**src/rtl/watch_pkg.sv**
```systemverilog
// rtl/watch_pkg.sv - shared widths, moduli and wrap-add helper for the watch datapath
package watch_pkg;

    localparam int MSEC_W = 7;
    localparam int SEC_W  = 6;
    localparam int MIN_W  = 6;
    localparam int HOUR_W = 5;

    localparam logic [7:0] MSEC_N = 8'd100;
    localparam logic [7:0] SEC_N  = 8'd60;
    localparam logic [7:0] MIN_N  = 8'd60;
    localparam logic [7:0] HOUR_N = 8'd24;

    localparam logic [MSEC_W-1:0] MSEC_MAX = 7'd99;
    localparam logic [SEC_W-1:0]  SEC_MAX  = 6'd59;
    localparam logic [MIN_W-1:0]  MIN_MAX  = 6'd59;

    // amt is at most 2 and v at most n-1, so one conditional subtract is enough
    function automatic logic [7:0] wrap_add(input logic [7:0] v, input logic [1:0] amt,
                                            input logic [7:0] n);
        logic [7:0] w_sum;
        w_sum = v + {6'b0, amt};
        return (w_sum >= n) ? w_sum - n : w_sum;
    endfunction

endpackage

```
**src/rtl/watch_tick_gen.sv**
```systemverilog
// rtl/watch_tick_gen.sv - divides clk down to a one-cycle strobe every CLK_FREQ_HZ/TICK_HZ clocks
module watch_tick_gen #(
    parameter int CLK_FREQ_HZ = 100_000_000,
    parameter int TICK_HZ     = 100
) (
    input  logic clk,
    input  logic rst,
    output logic o_tick
);

    localparam int DIV   = CLK_FREQ_HZ / TICK_HZ;
    localparam int DIV_W = (DIV > 1) ? $clog2(DIV) : 1;
    localparam logic [DIV_W-1:0] DIV_LAST = DIV_W'(DIV - 1);

    logic [DIV_W-1:0] r_div;
    logic             r_tick;

    always_ff @(posedge clk or posedge rst) begin
        if (rst) begin
            r_div  <= '0;
            r_tick <= 1'b0;
        end else begin
            r_tick <= (r_div == DIV_LAST);
            r_div  <= (r_div == DIV_LAST) ? '0 : r_div + DIV_W'(1);
        end
    end

    assign o_tick = r_tick;

endmodule

```
**src/rtl/watch_dp.sv**
```systemverilog
// rtl/watch_dp.sv - time-of-day counters advanced by the tick chain and by set edges from watch_cu
module watch_dp
    import watch_pkg::*;
#(
    parameter int CLK_FREQ_HZ = 100_000_000,
    parameter int TICK_HZ     = 100,
    parameter int INIT_HOUR   = 12
) (
    input  logic              clk,
    input  logic              rst,
    input  logic              i_sec_plus,
    input  logic              i_min_plus,
    input  logic              i_hour_plus,
    output logic [MSEC_W-1:0] o_msec,
    output logic [SEC_W-1:0]  o_sec,
    output logic [MIN_W-1:0]  o_min,
    output logic [HOUR_W-1:0] o_hour,
    output logic              o_tick
);

    logic              w_tick;
    logic              r_sec_d, r_min_d, r_hour_d;
    logic [MSEC_W-1:0] r_msec;
    logic [SEC_W-1:0]  r_sec;
    logic [MIN_W-1:0]  r_min;
    logic [HOUR_W-1:0] r_hour;

    logic       w_sec_edge, w_min_edge, w_hour_edge;
    logic       w_msec_co, w_sec_co, w_min_co;
    logic [1:0] w_msec_amt, w_sec_amt, w_min_amt, w_hour_amt;

    watch_tick_gen #(
        .CLK_FREQ_HZ (CLK_FREQ_HZ),
        .TICK_HZ     (TICK_HZ)
    ) u_tick_gen (
        .clk    (clk),
        .rst    (rst),
        .o_tick (w_tick)
    );

    assign w_sec_edge  = i_sec_plus  & ~r_sec_d;
    assign w_min_edge  = i_min_plus  & ~r_min_d;
    assign w_hour_edge = i_hour_plus & ~r_hour_d;

    // Carries come only from the tick chain; a set edge never ripples upward
    assign w_msec_co = w_tick    & (r_msec == MSEC_MAX);
    assign w_sec_co  = w_msec_co & (r_sec  == SEC_MAX);
    assign w_min_co  = w_sec_co  & (r_min  == MIN_MAX);

    assign w_msec_amt = {1'b0, w_tick};
    assign w_sec_amt  = {1'b0, w_msec_co} + {1'b0, w_sec_edge};
    assign w_min_amt  = {1'b0, w_sec_co}  + {1'b0, w_min_edge};
    assign w_hour_amt = {1'b0, w_min_co}  + {1'b0, w_hour_edge};

    always_ff @(posedge clk or posedge rst) begin
        if (rst) begin
            r_sec_d  <= 1'b0;
            r_min_d  <= 1'b0;
            r_hour_d <= 1'b0;
        end else begin
            r_sec_d  <= i_sec_plus;
            r_min_d  <= i_min_plus;
            r_hour_d <= i_hour_plus;
        end
    end

    always_ff @(posedge clk or posedge rst) begin
        if (rst) r_msec <= '0;
        else     r_msec <= MSEC_W'(wrap_add(8'(r_msec), w_msec_amt, MSEC_N));
    end

    always_ff @(posedge clk or posedge rst) begin
        if (rst) r_sec <= '0;
        else     r_sec <= SEC_W'(wrap_add(8'(r_sec), w_sec_amt, SEC_N));
    end

    always_ff @(posedge clk or posedge rst) begin
        if (rst) r_min <= '0;
        else     r_min <= MIN_W'(wrap_add(8'(r_min), w_min_amt, MIN_N));
    end

    always_ff @(posedge clk or posedge rst) begin
        if (rst) r_hour <= HOUR_W'(INIT_HOUR);
        else     r_hour <= HOUR_W'(wrap_add(8'(r_hour), w_hour_amt, HOUR_N));
    end

    assign o_msec = r_msec;
    assign o_sec  = r_sec;
    assign o_min  = r_min;
    assign o_hour = r_hour;
    assign o_tick = w_tick;

endmodule

```
**config.mk**
```make
export PLATFORM = sky130hd
export DESIGN_NAME = watch_dp
export DESIGN_NICKNAME = d
export VERILOG_FILES = /design/src/rtl/watch_pkg.sv /design/src/rtl/watch_tick_gen.sv /design/src/rtl/watch_dp.sv
export SDC_FILE = /design/constraint.sdc
export NUM_CORES = 1
export LEC_CHECK = 0
export ABC_AREA = 1
export BUFFER_PORTS_ARGS = -buffer_cell sky130_fd_sc_hd__buf_2
export CAP_MARGIN = 20
export CORE_ASPECT_RATIO = 1.2
export CORE_UTILIZATION = 53
export DETAILED_ROUTE_END_ITERATION = 10
export PLACE_DENSITY = 0.76
export SYNTH_ARGS = -nofsm -noshare
export SYNTH_HDL_FRONTEND = slang
export SYNTH_HIERARCHICAL = 1
export SYNTH_SLANG_ARGS = --single-unit
```
**constraint.sdc**
```tcl
create_clock -name clk -period 2.6 [get_ports clk]
set_clock_uncertainty 0.05 [all_clocks]
set_input_delay 0.39 -clock clk [delete_from_list [all_inputs] [get_ports clk]]
set_output_delay 0.39 -clock clk [all_outputs]
set_load 0.005 [all_outputs]
```
# Yosys cells after proc, flatten, opt, wreduce, memory -nomap -nowiden
# Index checks and enable logic that the tools add are counted.
[totals]
in_bits = 5
mem_bits_rw = 0
latchBits = 0
register_bits = 48
mem_bits_ro = 0
mem_count = 0
[op_classes]
shifts = 0
n_addsub = 12
n_lt_le_gt_ge = 4
n_mux = 5
n_reduce_logical = 0
n_mul = 0
bitwise = 9
div_mod_pow = 0
n_eq_ne = 4
[ops]
columns = ["operator", "n"]
rows = [
  ["$add 20x1->20 const B", 1],
  ["$eq 20x20->1 const B", 1],
  ["$mux 20", 1],
  ["$add 6x2->7", 2],
  ["$ge 7x6->1 const B", 2],
  ["$eq 6x6->1 const B", 2],
  ["$mux 6", 2],
  ["$sub 6x6->6 const B", 2],
  ["$add 7x1->8", 1],
  ["$ge 8x7->1 const B", 1],
  ["$eq 7x7->1 const B", 1],
  ["$mux 7", 1],
  ["$sub 7x7->7 const B", 1],
  ["$add 1x1->2", 3],
  ["$add 5x2->6", 1],
  ["$and 1x1->1", 6],
  ["$ge 6x5->1 const B", 1],
  ["$mux 5", 1],
  ["$sub 5x5->5 const B", 1],
  ["$not 1->1", 3],
]

# Logic depth before layout (Yosys ltp)
# Gate-level depths: netlist of run 1.
[logic_depth]
word_depth = 8
depth_mapped = 17
mapped_depth_nobuf = 17

# By module
# Netlist of run 1, hierarchy kept.
[modules_own_cells]
columns = ["module", "instances", "area_per_inst_um2", "cells_each"]
rows = [
  ["watch_dp", 1, 1705.4, 207],
  ["watch_tick_gen", 1, 1233.7, 164],
]

# Worst setup path after synthesis of run 1
# OpenSTA, ideal clock, no wires.
[synth_path]
path_kind = "register -> register"
from = "register r_msec[2] (netlist: o_msec[2])"
to = "register r_min[2] (netlist: o_min[2])"
setup_slack_ps = -74
t_required_ps = 2485
path_buffers = 1
path_stages_with_launch = 18
arrival_time_ps = 2559
synth_period_minus_slack_ps = 2674
setup_time_ps = 65
cell_sequence = "dfrtp_1 -> buf_6 -> nor2_1 -> nand3_1 -> nor4_1 -> fa_1 -> ha_1 -> or2_1 -> nand2_1 -> inv_1 -> ha_1 -> nor3b_1 -> nand3_1 -> o21ai_1 -> nand2_1 -> nand2_1 -> nand2_1 -> nand2_1"
[synth_between]
elab_chain_len = 7
word_cells_on_any_way = 8
[synth_rtl]
columns = ["item", "line", "text"]
rows = [
  ["start, declared", "watch_dp.sv:23", "logic [MSEC_W-1:0] r_msec;"],
  ["start signal, assigned", "watch_dp.sv:69", "else r_msec <= MSEC_W'(wrap_add(8'(r_msec), w_msec_amt, MSEC_N));"],
  ["$eq 7x7->1 *", "watch_dp.sv:46", "assign w_msec_co = w_tick & (r_msec == MSEC_MAX);"],
  ["$and 1x1->1 *", "watch_dp.sv:46", ""],
  ["$and 1x1->1 *", "watch_dp.sv:47", "assign w_sec_co = w_msec_co & (r_sec == SEC_MAX);"],
  ["$add 1x1->2 *", "watch_dp.sv:52", "assign w_min_amt = {1'b0, w_sec_co} + {1'b0, w_min_edge};"],
  ["$add 6x2->7 *", "watch_pkg.sv:22", "w_sum = v + {6'b0, amt};"],
  ["$sub 6x6->6 or $ge 7x6->1 (tied branches)", "watch_pkg.sv:23", "return (w_sum >= n) ? w_sum - n : w_sum;"],
  ["$mux 6 *", "watch_pkg.sv:23", ""],
  ["end signal, assigned", "watch_dp.sv:79", "else r_min <= MIN_W'(wrap_add(8'(r_min), w_min_amt, MIN_N));"],
  ["end, declared", "watch_dp.sv:25", "logic [MIN_W-1:0] r_min;"],
]
# Mark *: on every way between the ends. The rest lies on a longest branch, timed or not.

# Worst setup path after layout of run 1
# Same ends and word-level chain as after synthesis.

==> results.json, run 1 <==
{
  "status": "finished clean",
  "slew_headroom_pct": 47.9,
  "via_per_inst": 5.12,
  "chipHeight_um": 83.6,
  "reg2reg_from": "o_msec[2]",
  "power_density_nw_per_um2": 746,
  "initial_utilization_pct": 55.5,
  "netlist_instances": 371,
  "hp-start": "i_hour_plus",
  "criticalPathCategory": "flip-flop to flip-flop",
  "worstPathMaxFanout": 4,
  "grt_max_degree": 22,
  "dr_total_vias": 2574,
  "irDropWorstVdd_uv": 487,
  "syn_avg_cell_area_um2": 7.92,
  "grt_pass1_vias": 2570,
  "use_met2_pct": 42.6,
  "worst_setup_hold_path_clk_slew_ns": 0.10,
  "drcViolationCount": 0,
  "placeableCoreArea_um2": 5300,
  "switching_share_pct": 34.4,
  "slew_violations": 0,
  "cts_tree": "done",
  "grt_pass1_wl_um": 11000,
  "ys_types": 31,
  "ant_nets": 0,
  "num-fill-cells": 442,
  "postSynthNetCount": 389,
  "preCtsSetupSlack_ns": -0.131,
  "synth_seq_area_share_pct": 41.0,
  "synth_seq_cells": 48,
  "final_common_cell": "nand2_1",
  "io_pins": 30,
  "synth.top_cells.by_area": "dfrtp_1 39%, nand2_1 11%, inv_1 6.6%, nand3_1 5.6%, nor2_1 5.4%",
  "fin_ws_ns": 0.0390,
  "pwr-share-clk_pct": 20.9,
  "drive_gt1_share_pct": 28.8,
  "crit_arrival_ns": 2.72,
  "wire_per_inst_um": 12.6,
  "clock_latency_ns": 0.31,
  "n_antenna_cell": 0,
  "cts_sinks": 48,
  "p_total_uw": 2700,
  "grt.total_usage_pct": 23.2,
  "cts_root_buffer": "clkbuf_8",
  "async_flop_share_pct": 100,
  "tightest_slew_ns": 0.781,
  "antenna_found_initial": 0,
  "synth_edf_count": 0,
  "overflow": 0,
  "critPathLaunchType": "flip-flop",
  "seqPwrFrac_pct": 37.7,
  "place_congestion": 0.926,
  "static-leakage-power_uw": 0.00192,
  "wl_um": 6330,
  "final_hold_viol_count": 0,
  "syn_to_final_growth_pct": 23.2,
  "drt_iter0_drc": 170,
  "clockBufferDepth": 2,
  "grtUsageMet3_pct": 3.62,
  "nets": 458,
  "worstPathRequired_ns": 2.76,
  "cp-end-kind": "flip-flop",
  "p_int_uw": 1770,
  "cts_inserted_buffers": 5,
  "rsz0062_at_grt": "yes",
  "die-area_um2": 5850,
  "p_sw_uw": 929,
  "max_freq_mhz": 390,
  "htreeDepth": 2,
  "yosys.area.top_type": "dfrtp_1",
  "grt_util_met1_pct": 27.0,
  "row_count": 29,
  "die_x_um": 70.0,
  "mostFrequentLayoutCells": "85 x nand2_1, 50 x inv_1, 46 x dfrtp_1, 41 x nor2_1, 32 x buf_4",
  "busiest_layer": "met2",
  "pwr-share-comb_pct": 41.4,
  "first_pass_iters": 5,
  "hpwlAfterDp_um": 4700,
  "cap_violations": 0,
  "hp-class": "input pin to flip-flop",
  "port_buffers": 29,
  "ys.flop_type": "dfrtp_1",
  "holdWs_ns": 0.144,
  "netlist_area_um2": 2940,
  "setup_viol": 0,
  "fin_crit_sh_pct": 98.5,
  "synth_top_area_share_pct": 39.2,
  "period_needed_ns": 2.56,
  "startpoint": "o_msec[2]",
  "yosysWarnings": 6
}
worst max-delay path, cell delays in order, from the launching register on:
cell and delay (ns):
dfrtp_1 0.40, nor2_2 0.13, nand3_2 0.10, nor4_4 0.34, fa_2 0.30, ha_4 0.16, or2_4 0.12, nand2_2 0.06
buf_4 0.13, buf_4 0.12, buf_4 0.12, buf_4 0.12, buf_4 0.12, buf_4 0.12, nand2_1 0.05, nand2_1 0.04
cell type report:
cell class	instances	area [um^2]	share of cell area, %
Multi-Input combinational cell	268	1610	44.5
Sequential cell	48	1200	33.2
Timing Repair Buffer	63	407	11.2
Inverter	54	203	5.60
Clock buffer	6	82.6	2.28
Tap cell	62	77.6	2.14
Clock inverter	2	38.8	1.07
cells in the mapped netlist, drive strengths merged, types with 4 or more instances:
cell / n
inv: 54
nand3: 41
o21ai: 10
nand4: 12
nand2: 101
nor2: 54
nand3b: 5
xor2: 11
dfrtp: 46
a21oi: 6
ha: 10
xnor2: 4
state kept, by name, summed over array words and instances, names as in the netlist:
signal and cells:
r_min_d 1, u_tick_gen/r_div 20, u_tick_gen/o_tick 1, r_sec_d 1
o_min 6, o_sec 6, o_hour 5, r_hour_d 1
o_msec 7
through the flow:
step	util, %	area [um^2]	cells	TNS [ns]
2_1_floorplan	-	2950	371	0
4_1_cts	67.2	3560	499	-0.106
6_report	68.4	3620	503	0
3_3_place_gp	62.0	3280	478	0
5_1_grt	68.4	3620	503	-0.293
3_5_place_dp	62.0	3280	478	-0.379
cells by family after synthesis:
group	Yosys count	share of synthesized area [%]
compound gates	17	2.98
xor+xnor	15	4.47
fa+ha+maj	13	6.30
buf+inv	55	7.28
flops	48	41.0
simple gates	223	38.0
power groups by stage:
stage          clock (uW)  combinational, uW  sequential (uW)
6_report              565               1120             1020
2_1_floorplan           0                469             1040
5_1_grt               608               1230             1040
3_3_place_gp            0                821             1010
3_5_place_dp            0                849             1020
4_1_cts               577               1040             1010
final timing paths:
kind | cells past startpoint | to | slack [ns]
max | 15 | o_min[2] | 0.04
min | 1 | r_hour_d | 0.14
max reg2reg | 15 | o_min[2] | 0.04
min reg2reg | 1 | u_tick_gen/r_div[0] | 0.41
max in group asynchronous | 3 | u_tick_gen/r_div[6] | 1.25
min in group asynchronous | 3 | o_min[5] | 0.55
repair_timing:
action | CTS | global route
endpoints found under the setup margin | 3 | 6
gates cloned | 0 | 0
pin swaps | 10 | 13
hold buffers | 1 | 0
hold endpoints to repair | 5 | 0
buffers inserted | 13 | 4
resized for setup | 13 | 10
per-layer routing:
metal  up-vias  part of all wire [%]  wire length (um)
li1       1312                     -                 -
met1      1192                    43              2730
met2        59                    52              3290
met3        11                   3.1               195
met4         0                   1.7               109
met5         -                     0                 0
(Power assumes the default switching activity.)
==> run 2: changes to the inputs <==
- CORE_UTILIZATION: 53 -> 30
- PLACE_DENSITY: 0.76 -> not set
- SLEW_MARGIN: not set -> 25
==> run 2 against run 1 <==
Compared with the run above: the flow now finishes with violations (setup timing); setup slack worse by 0.045 ns; sequential power is essentially flat; clock-buffer cell count shrank 1; die area up 74%; register-to-register slack got worse by 0.04 ns; critical path depth increased by 1; non-clock buffer count shrank 7; flip-flop and latch count stayed put; largest cell class unchanged.
==> results.json, run 2 (synthesis results as in run 1) <==
{
  "io_pins": 30,
  "cp-endpoint": "o_min[2]",
  "worstPathMaxFanout": 4,
  "clock_latency_ns": 0.29,
  "die-area_um2": 10200,
  "grt_pass1_vias": 2626,
  "tightest_slew_ns": 0.814,
  "irDropWorstVdd_uv": 318,
  "hp-class": "input pin to async pin",
  "crit_arrival_ns": 2.74,
  "cts_root_buffer": "clkbuf_16",
  "cts_inserted_buffers": 5,
  "first_pass_iters": 4,
  "antenna_found_initial": 0,
  "holdWs_ns": 0.136,
  "die_x_um": 92.4,
  "rsz0062_at_grt": "yes",
  "stdcell_area_um2": 3680,
  "cts_sinks": 48,
  "dpl_cell_area_um2": 3360,
  "place_congestion": 0.915,
  "ant_nets": 0,
  "grt.total_usage_pct": 13.5,
  "hpwlAfterDp_um": 4840,
  "grt_pass1_wl_um": 11400,
  "violations": "setup timing",
  "htreeDepth": 2,
  "final_common_cell": "nand2_1",
  "critPathLaunchType": "flip-flop",
  "fin_util_pct": 38.7,
  "rr_endpoint": "o_min[2]",
  "static-leakage-power_uw": 0.00190,
  "top_register": "u_tick_gen/r_div",
  "placeableCoreArea_um2": 9520,
  "startpoint": "o_msec[2]",
  "slew_violations": 0,
  "n_antenna_cell": 0,
  "status": "finished, violations left",
  "period_needed_ns": 2.61,
  "slew_headroom_pct": 45.7,
  "drive_gt1_share_pct": 27.2,
  "ff2ff_path_depth": 16,
  "drcViolationCount": 0,
  "clockBufferDepth": 2,
  "power_density_nw_per_um2": 749,
  "overflow": 0,
  "mostFrequentLayoutCells": "85 x nand2_1, 50 x inv_1, 46 x dfrtp_1, 41 x nor2_1, 31 x nand3_1",
  "nets": 451,
  "worst_setup_hold_path_clk_slew_ns": 0.07,
  "dr_total_vias": 2594,
  "row_count": 39,
  "grt_max_degree": 22,
  "r2r_slack_ns": -0.006,
  "syn_to_final_growth_pct": 25.3,
  "max_freq_mhz": 384,
  "cts_tree": "done",
  "via_per_inst": 4.66,
  "wl_um": 6310,
  "worstPathRequired_ns": 2.74,
  "largest_register_ff_count": 20,
  "drt_iter0_drc": 133,
  "final_hold_viol_count": 0,
  "wire_per_inst_um": 11.3,
  "initial_utilization_pct": 30.9,
  "criticalPathCategory": "flip-flop to flip-flop",
  "chipHeight_um": 110,
  "cp-end-kind": "flip-flop",
  "fin_ws_ns": -0.00572,
  "setup_viol": 2,
  "fin_crit_sh_pct": 100,
  "cap_violations": 0,
  "reg2reg_from": "o_msec[2]",
  "port_buffers": 29
}
-- run 2: per-stage QoR --
step | setup slack, ns | TNS (ns) | cells | total power, uW
final | -0.00572 | -0.00649 | 557 | 2760
after global routing | -0.173 | -0.488 | 557 | 2940
after CTS | -0.0157 | -0.0341 | 553 | 2730
after detailed placement | -0.148 | -0.421 | 539 | 1860
after global placement | -0.0296 | -0.0849 | 539 | 1840
after floorplan | 0.0165 | 0 | 371 | 1510
-- run 2: routing by layer --
layer	wire, um	part of all wire, %	track usage, %	up-vias
met2	3100	49	23.2	55
met5	0	0	0	-
met4	198	3.1	6.15	0
li1	-	-	-	1297
met3	272	4.3	2.69	18
met1	2740	43	16.1	1224
-- run 2: worst min path at each step --
| stage | start | endpoint |
|---|---|---|
| after floorplan | rst | u_tick_gen/o_tick |
| after global placement | u_tick_gen/r_div[0] | u_tick_gen/r_div[0] |
| after detailed placement | u_tick_gen/r_div[0] | u_tick_gen/r_div[0] |
| after CTS | rst | r_min_d |
| after global routing | rst | o_min[5] |
| final | rst | o_min[5] |
-- run 2: critical path: stages, from the launching register on --
cell and delay [ns]:
dfrtp_1 0.39, nor2_2 0.12, nand3_2 0.10, nor4_4 0.35, fa_2 0.31, buf_6 0.11, nand4_1 0.14, nand2_2 0.13
inv_2 0.06, ha_4 0.15, nor3b_2 0.14, nand3_1 0.09, o21ai_2 0.07, nand2_2 0.09, nand2_2 0.08, nand2_2 0.07
nand2_1 0.05
-- run 2: final cells by class --
type                       count  area [um^2]
multi-input combinational    268         1600
inverter                      54          203
timing repair buffer          56          352
tap                          123          154
clock inverter                 3         46.3
sequential                    48         1200
clock buffer                   5          125
fill                         937         5830
-- run 2: report_power, final --
part | switching [uW] | internal (uW)
combinational | 513 | 493
sequential | 124 | 883
clock | 288 | 457
-- run 2: repair_timing --
action / 4_1_cts / 5_1_grt
endpoints found under the setup margin: 3 / 6
hold buffers: 0 / 0
gates resized for setup: 12 / 9
pin swaps: 9 / 8
buffers inserted: 6 / 4
